**config.mk**
```make
export PLATFORM = sky130hd
export DESIGN_NAME = nibble_sort_rx_flat
export DESIGN_NICKNAME = d
export VERILOG_FILES = /design/src/rtl/nibble_sort_pkg.sv /design/src/rtl/nibble_sort_rx_if.sv /design/src/rtl/sort_insert_slice.sv /design/src/rtl/nibble_sort_rx.sv /design/src/flat_wrapper.sv
export SDC_FILE = /design/constraint.sdc
export NUM_CORES = 1
export LEC_CHECK = 0
export CAP_MARGIN = 20
export CORE_ASPECT_RATIO = 0.8
export CORE_MARGIN = 5
export CORE_UTILIZATION = 55
export CTS_BUF_LIST = sky130_fd_sc_hd__clkbuf_2
export CTS_CLUSTER_DIAMETER = 40
export CTS_CLUSTER_SIZE = 12
export DETAILED_ROUTE_END_ITERATION = 10
export GPL_TIMING_DRIVEN = 0
export PLACE_DENSITY = 0.82
export SYNTH_ARGS = -nofsm -noshare
export SYNTH_HDL_FRONTEND = slang
export SYNTH_HIERARCHICAL = 1
export SYNTH_SLANG_ARGS = --single-unit
```
**constraint.sdc**
```tcl
create_clock -name clk -period 2.7 [get_ports clk]
set_input_delay 0.405 -clock clk [delete_from_list [all_inputs] [get_ports clk]]
set_output_delay 0.405 -clock clk [all_outputs]
set_load 0.005 [all_outputs]
```
**src/rtl/nibble_sort_pkg.sv**
```systemverilog
`default_nettype none
// +--------------------------------------------------------------------+
// | nibble_sort_pkg                                                    |
// | Shared types, default sizes and packing helper for nibble sorters. |
// | Rev 1.0                                                            |
// +--------------------------------------------------------------------+
package nibble_sort_pkg;

    localparam int unsigned DEF_N    = 4;
    localparam int unsigned DEF_W    = 4;
    localparam int unsigned DEF_SEQW = 8;

    typedef enum logic [0:0] {
        ST_FILL = 1'b0,
        ST_HOLD = 1'b1
    } state_e;

    // Slot 0 occupies the low bits of a packed group word.
    function automatic int unsigned slot_lsb(input int unsigned slot, input int unsigned w);
        return slot * w;
    endfunction

endpackage
`default_nettype wire

```
**src/rtl/nibble_sort_rx_if.sv**
```systemverilog
`default_nettype none
// +--------------------------------------------------------------------+
// | nibble_sort_rx_if                                                  |
// | Input value stream and sorted-group output stream of the receiver. |
// | Rev 1.0                                                            |
// +--------------------------------------------------------------------+
interface nibble_sort_rx_if
    import nibble_sort_pkg::*;
#(
    parameter int unsigned N    = DEF_N,
    parameter int unsigned W    = DEF_W,
    parameter int unsigned SEQW = DEF_SEQW
) ();

    logic              in_valid;
    logic              in_ready;
    logic [W-1:0]      in_data;
    logic              out_valid;
    logic              out_ready;
    logic [N*W-1:0]    out_data;
    logic [SEQW-1:0]   out_seq;

    modport slave (
        input  in_valid, in_data, out_ready,
        output in_ready, out_valid, out_data, out_seq
    );

    modport master (
        output in_valid, in_data, out_ready,
        input  in_ready, out_valid, out_data, out_seq
    );

endinterface
`default_nettype wire

```
**src/rtl/sort_insert_slice.sv**
```systemverilog
`default_nettype none
// +--------------------------------------------------------------------+
// | sort_insert_slice                                                  |
// | Combinational single-value stable insertion into a sorted prefix.  |
// | Rev 1.0                                                            |
// +--------------------------------------------------------------------+
module sort_insert_slice
    import nibble_sort_pkg::*;
#(
    parameter int unsigned N  = DEF_N,
    parameter int unsigned W  = DEF_W,
    parameter int unsigned CW = $clog2(DEF_N + 1)
) (
    input  logic [N*W-1:0] i_slots,
    input  logic [CW-1:0]  i_count,
    input  logic [W-1:0]   i_v,
    output logic [N*W-1:0] o_slots
);

    // w_keep[j]: slot j lies in the sorted prefix before the insertion point.
    // Using <= places a new value after existing equals.
    logic [N-1:0] w_keep;

    for (genvar j = 0; j < N; j++) begin : g_slot
        localparam int unsigned   c_lsb = slot_lsb(j, W);
        localparam logic [CW-1:0] c_idx = CW'(j);

        logic [W-1:0] w_old;
        assign w_old     = i_slots[c_lsb +: W];
        assign w_keep[j] = (c_idx < i_count) && (w_old <= i_v);

        if (j == 0) begin : g_first
            assign o_slots[c_lsb +: W] = w_keep[j] ? w_old : i_v;
        end else begin : g_rest
            localparam int unsigned c_prev = slot_lsb(j - 1, W);
            assign o_slots[c_lsb +: W] =
                ((c_idx > i_count) || w_keep[j]) ? w_old :
                (w_keep[j-1] ? i_v : i_slots[c_prev +: W]);
        end
    end

endmodule
`default_nettype wire

```
**src/rtl/nibble_sort_rx.sv**
```systemverilog
`default_nettype none
// +--------------------------------------------------------------------+
// | nibble_sort_rx                                                     |
// | Streaming receiver: insertion-sorts groups of N values.            |
// | Rev 1.0                                                            |
// +--------------------------------------------------------------------+
module nibble_sort_rx
    import nibble_sort_pkg::*;
#(
    parameter int unsigned N    = DEF_N,
    parameter int unsigned W    = DEF_W,
    parameter int unsigned SEQW = DEF_SEQW
) (
    input  logic              clk,
    input  logic              rst_n,
    nibble_sort_rx_if.slave   bus
);

    localparam int unsigned   CW     = $clog2(N + 1);
    localparam logic [CW-1:0] c_last = CW'(N - 1);
    localparam logic [CW-1:0] c_full = CW'(N);

    state_e            r_state, w_state_nxt;
    logic [CW-1:0]     r_count, w_count_nxt;
    logic [N*W-1:0]    r_slots, w_slots_nxt;
    logic [SEQW-1:0]   r_seq,   w_seq_nxt;
    logic [N*W-1:0]    w_ins_slots;
    logic [CW-1:0]     w_ins_count;
    logic              w_in_ready;
    logic              w_in_fire;

    assign w_in_ready = (r_state == ST_FILL) || bus.out_ready;
    assign w_in_fire  = bus.in_valid && w_in_ready;
    // On a handoff the incoming value starts a fresh group at slot 0.
    assign w_ins_count = (r_state == ST_HOLD) ? '0 : r_count;

    sort_insert_slice #(
        .N  (N),
        .W  (W),
        .CW (CW)
    ) u_insert (
        .i_slots (r_slots),
        .i_count (w_ins_count),
        .i_v     (bus.in_data),
        .o_slots (w_ins_slots)
    );

    always_ff @(posedge clk or negedge rst_n) begin
        if (!rst_n) begin
            r_state <= ST_FILL;
            r_count <= '0;
            r_slots <= '0;
            r_seq   <= '0;
        end else begin
            r_state <= w_state_nxt;
            r_count <= w_count_nxt;
            r_slots <= w_slots_nxt;
            r_seq   <= w_seq_nxt;
        end
    end

    always_comb begin
        w_state_nxt = r_state;
        w_count_nxt = r_count;
        w_slots_nxt = r_slots;
        w_seq_nxt   = r_seq;
        case (r_state)
            ST_FILL: begin
                if (w_in_fire) begin
                    w_slots_nxt = w_ins_slots;
                    if (r_count == c_last) begin
                        w_count_nxt = c_full;
                        w_state_nxt = ST_HOLD;
                    end else begin
                        w_count_nxt = r_count + CW'(1);
                    end
                end
            end
            ST_HOLD: begin
                if (bus.out_ready) begin
                    w_seq_nxt   = r_seq + SEQW'(1);
                    w_state_nxt = ST_FILL;
                    if (bus.in_valid) begin
                        w_slots_nxt = w_ins_slots;
                        w_count_nxt = CW'(1);
                    end else begin
                        w_count_nxt = '0;
                    end
                end
            end
            default: w_state_nxt = ST_FILL;
        endcase
    end

    assign bus.in_ready  = w_in_ready;
    assign bus.out_valid = (r_state == ST_HOLD);
    assign bus.out_data  = r_slots;
    assign bus.out_seq   = r_seq;

endmodule
`default_nettype wire

```
**src/flat_wrapper.sv**
```systemverilog
// flat-port wrapper written by rule: the top's interface ports become plain ports
module nibble_sort_rx_flat import nibble_sort_pkg::*;
#(
    parameter int unsigned N    = DEF_N,
    parameter int unsigned W    = DEF_W,
    parameter int unsigned SEQW = DEF_SEQW
)
  (clk, rst_n, bus_in_valid, bus_in_data, bus_out_ready, bus_in_ready, bus_out_valid, bus_out_data, bus_out_seq);
  nibble_sort_rx_if #(.N(N), .W(W), .SEQW(SEQW)) bus_i ();
  input  logic clk;
  input  logic rst_n;
  input wire logic [$bits(bus_i.in_valid)-1:0] bus_in_valid;
  input wire logic [$bits(bus_i.in_data)-1:0] bus_in_data;
  input wire logic [$bits(bus_i.out_ready)-1:0] bus_out_ready;
  output wire logic [$bits(bus_i.in_ready)-1:0] bus_in_ready;
  output wire logic [$bits(bus_i.out_valid)-1:0] bus_out_valid;
  output wire logic [$bits(bus_i.out_data)-1:0] bus_out_data;
  output wire logic [$bits(bus_i.out_seq)-1:0] bus_out_seq;
  assign bus_i.in_valid = bus_in_valid;
  assign bus_i.in_data = bus_in_data;
  assign bus_i.out_ready = bus_out_ready;
  assign bus_in_ready = bus_i.in_ready;
  assign bus_out_valid = bus_i.out_valid;
  assign bus_out_data = bus_i.out_data;
  assign bus_out_seq = bus_i.out_seq;
  nibble_sort_rx #(.N(N), .W(W), .SEQW(SEQW)) u_core (.clk(clk), .rst_n(rst_n), .bus(bus_i));
endmodule
```
==> summary.md <==
| Metric | Value |
|---|---|
| H-Tree Depth | 1 |
| Setup Skew | 0.00146 ns |
| Worst path cell trace | clkdlybuf4s50_1 -> inv_1 -> ha_1 -> and4_1 -> a21oi_4 -> mux2_1 -> mux2_2 -> mux2_2 |
| Clk pin slew, worst setup/hold paths | 0.26 ns |
| CTS Hold Buffers Added | 0 |
| Slew @ Worst Pin | 0.765 ns |
| PortBufs | 33 |
| Die ar. | 5010 µm² |
| DRT Wirelength | 4.55 mm |
| CP max FO | 5 |
| Num CTS Buffers | 3 |
| Core box area | 3490 µm² |
| Pwr per Cell Area | 1160 nW/µm² |
| Worst path arrival time | 2.86 ns |
| Tightest Hold Check Type | in -> async |
| Most frequent CP cell | mux2_2 |
| Gr ovfl total | 0 |
| Syn_nets | 212 |
| Critical Path RT | 3.00 ns |
| Area grow syn2layout | 21.2% |
| Vias | 1521 |
| Worst Setup End Kind | register |
| RSZ-0062 raised after global routing | false |
| Vias per cell | 5.74 |
| Sequential share of the synthesized area | 34.5% |
| Largest net degree at the start of global routing | 16 |
| Antenna Cells | 0 |
| Max rail drop VDD | 0.701 mV |
| Critical R2R Launch | u_core/bus.out_data[1]$_DFFE_PN0P_ |
| Final period util | 94.7% |
| Pre-Repair DR Iteration Count | 4 |
| Max-cap violations | 0 |
| # IOs | 34 |
| GR Util met2 | 32.8% |
| Final nets | 251 |
| DR iter-0 viols | 53 |
| GRT met1 Usage | 26.2% |
| Slew Limit Headroom | 48.8% |
| Synth cell types | 43 |
| Busiest grt layer | met2 |
| Dpl ws | -0.262 ns |
| Vias in the first global route | 1610 |
| CTS root buffer | clkbuf_2 |
| Critical Path Max Stage Delay | 0.56 ns |
| Die Ht | 64.3 µm |
| Gpl congestion | 0.816 |
| Drt drc | 0 |
| Share of layout cells above drive strength 1 | 17.0% |
| Cell area after synthesis | 2030 µm² |
| Yosys reg bits | 28 |
| Avg Inst Size Synth | 11.0 µm² |
| First-pass GRT wire length | 7.89 mm |
| Status | finished clean |
| Final non-filler cell total | 265 |
| Final ANT Viol Nets | 0 |
| Leakage power | 1.13 nW |
| Design Power | 2.86 mW |
| Initial antenna violation count | 0 |
| Min Tclk post-route | 2.56 ns |
| Critical Path Start | bus_in_data[3] |
| Synth Instances | 185 |
| Max-slew violations | 0 |
| DP Cell Count | 261 |
| Final HPWL from detailed placement | 3.60 mm |
| CTS Sinks | 28 |
| Final setup fails | 0 |
| Die Wd | 77.9 µm |
| Fin worst setup slack | 0.143 ns |
| Initial Util | 58.0% |
| Startpoint types | input pin |
| Met3 GRT Util | 3.65% |
| Kind of critical path | in -> reg |
| Setup Buffers After CTS | 0 |
| Wirelength per Cell | 17.2 µm |
| Final hold vios | 0 |
| Worst path slowest cell | clkdlybuf4s50_1 |
| CTS max path bufs | 2 |
| Std-Cell Rows | 19 |
| Resize count post-CTS | 0 |
| Gr usage total | 19.4% |
| Yosys Warn Count | 6 |
| TritonCTS clock tree | done |
| Peak Freq | 0.391 GHz |
| Clk Latency, worst-skew pair | 0.37 ns |
[cell families (layout without fill, tap and decap cells)]
group	count (synthesis)	count (layout)	synth area share, %
AND/OR/NAND/NOR	50	50	13.4
multiplexers	35	35	21.4
AO/OA/AOI/OAI	33	33	12.5
flip-flops	28	28	34.5
adder cells (fa/ha/maj)	19	19	11.7
buffers and inverters	13	51	3.39
XOR/XNOR	7	7	3.02
[final cells by class]
class,instances,area (µm²)
repair buffers,34,358
clock buffers,3,15.0
plain buffers,2,27.5
fillers,284,1040
flip-flops and latches,28,701
clock inverters,1,3.75
multi-input cells,144,1260
well taps,42,52.6
inverters,11,41.3
[worst paths after layout]
check / to / cells past startpoint / slack (ns)
worst max-delay path: u_core/bus.out_data[7]$_DFFE_PN0P_ / 8 / 0.14
worst min-delay path: u_core/bus.out_valid$_DFF_PN0_ / 1 / 0.43
worst max register to register: u_core/bus.out_data[7]$_DFFE_PN0P_ / 7 / 0.40
worst min register to register: u_core/bus.out_seq[7]$_DFFE_PN0P_ / 1 / 0.48
max in group asynchronous: u_core/bus.out_data[8]$_DFFE_PN0P_ / 2 / 1.74
min in group clk: u_core/bus.out_seq[7]$_DFFE_PN0P_ / 1 / 0.48
[critical path, delay by kind of cell]
family	cells	cell delay, ns
compound gates	1	0.22
fa+ha+maj	1	0.35
buf+inv	2	0.73
mux	3	0.91
simple gates	1	0.23
[report_power, final]
part           internal [mW]  total, mW  leakage, nW  switching (mW)
registers              0.596      0.829        0.347           0.233
clock network         0.0322      0.159       0.0140           0.127
logic                   1.05       1.87        0.767           0.827
total                   1.67       2.86         1.13            1.19
[registers in the layout, summed over array words and instances, names as in the netlist]
register and cells:
u_core/bus.out_data 16, u_core/bus.out_seq 8, u_core/r_count 3, u_core/bus.out_valid 1
[metrics by stage]
step | utilization [%] | TNS (ns) | hold slack [ns] | area, µm²
3_5_place_dp | 69.8 | -1.68 | 0.461 | 2440
2_1_floorplan | - | 0 | 0.109 | 2030
3_3_place_gp | 69.0 | -1.04 | 0.456 | 2410
5_1_grt | 70.3 | 0 | 0.445 | 2460
6_report | 70.3 | 0 | 0.433 | 2460
4_1_cts | 70.3 | 0 | 0.446 | 2460
[metal layers]
layer | part of all wire [%] | vias to the layer above
met2 | 49 | 28
met4 | 0.86 | 0
met5 | 0 | -
met3 | 3.8 | 4
met1 | 46 | 739
li1 | - | 750
[synth_stat cells, drive strengths merged]
cell,instances,share of area [%]
a211oi,1,0.37
a21o,1,0.37
a21oi,15,4.8
a22o,1,0.43
a31oi,1,0.62
and2,1,0.31
and3,1,0.31
and4,2,0.86
buf,2,1.4
dfrtp,28,35
ha,19,12
inv,11,2.0
mux2,27,17
mux2i,8,4.6
nand2,13,2.8
nand2b,3,1.3
nand3,2,0.49
nand4,5,1.5
nor2,14,2.7
nor2b,7,2.7
nor3,2,0.49
o211a,1,0.49
o211ai,2,1.2
o21a,1,0.37
o21ai,2,0.68
o221ai,1,0.43
o22a,1,0.43
o22ai,1,0.31
o31a,1,0.43
o31ai,4,1.5
xnor2,5,2.2
xor2,2,0.86
[cell usage in the layout (no fill, tap or decap), drive strengths merged, types with 3 or more instances in the layout]
cell type / instances
clkdlybuf4s50: 33
dfrtp: 28
mux2: 27
ha: 19
a21oi: 15
nor2: 14
nand2: 13
inv: 11
mux2i: 8
nor2b: 7
nand4: 5
xnor2: 5
o31ai: 4
clkbuf: 3
nand2b: 3
buf: 3
No activity file was read; power rests on OpenSTA's default activity.
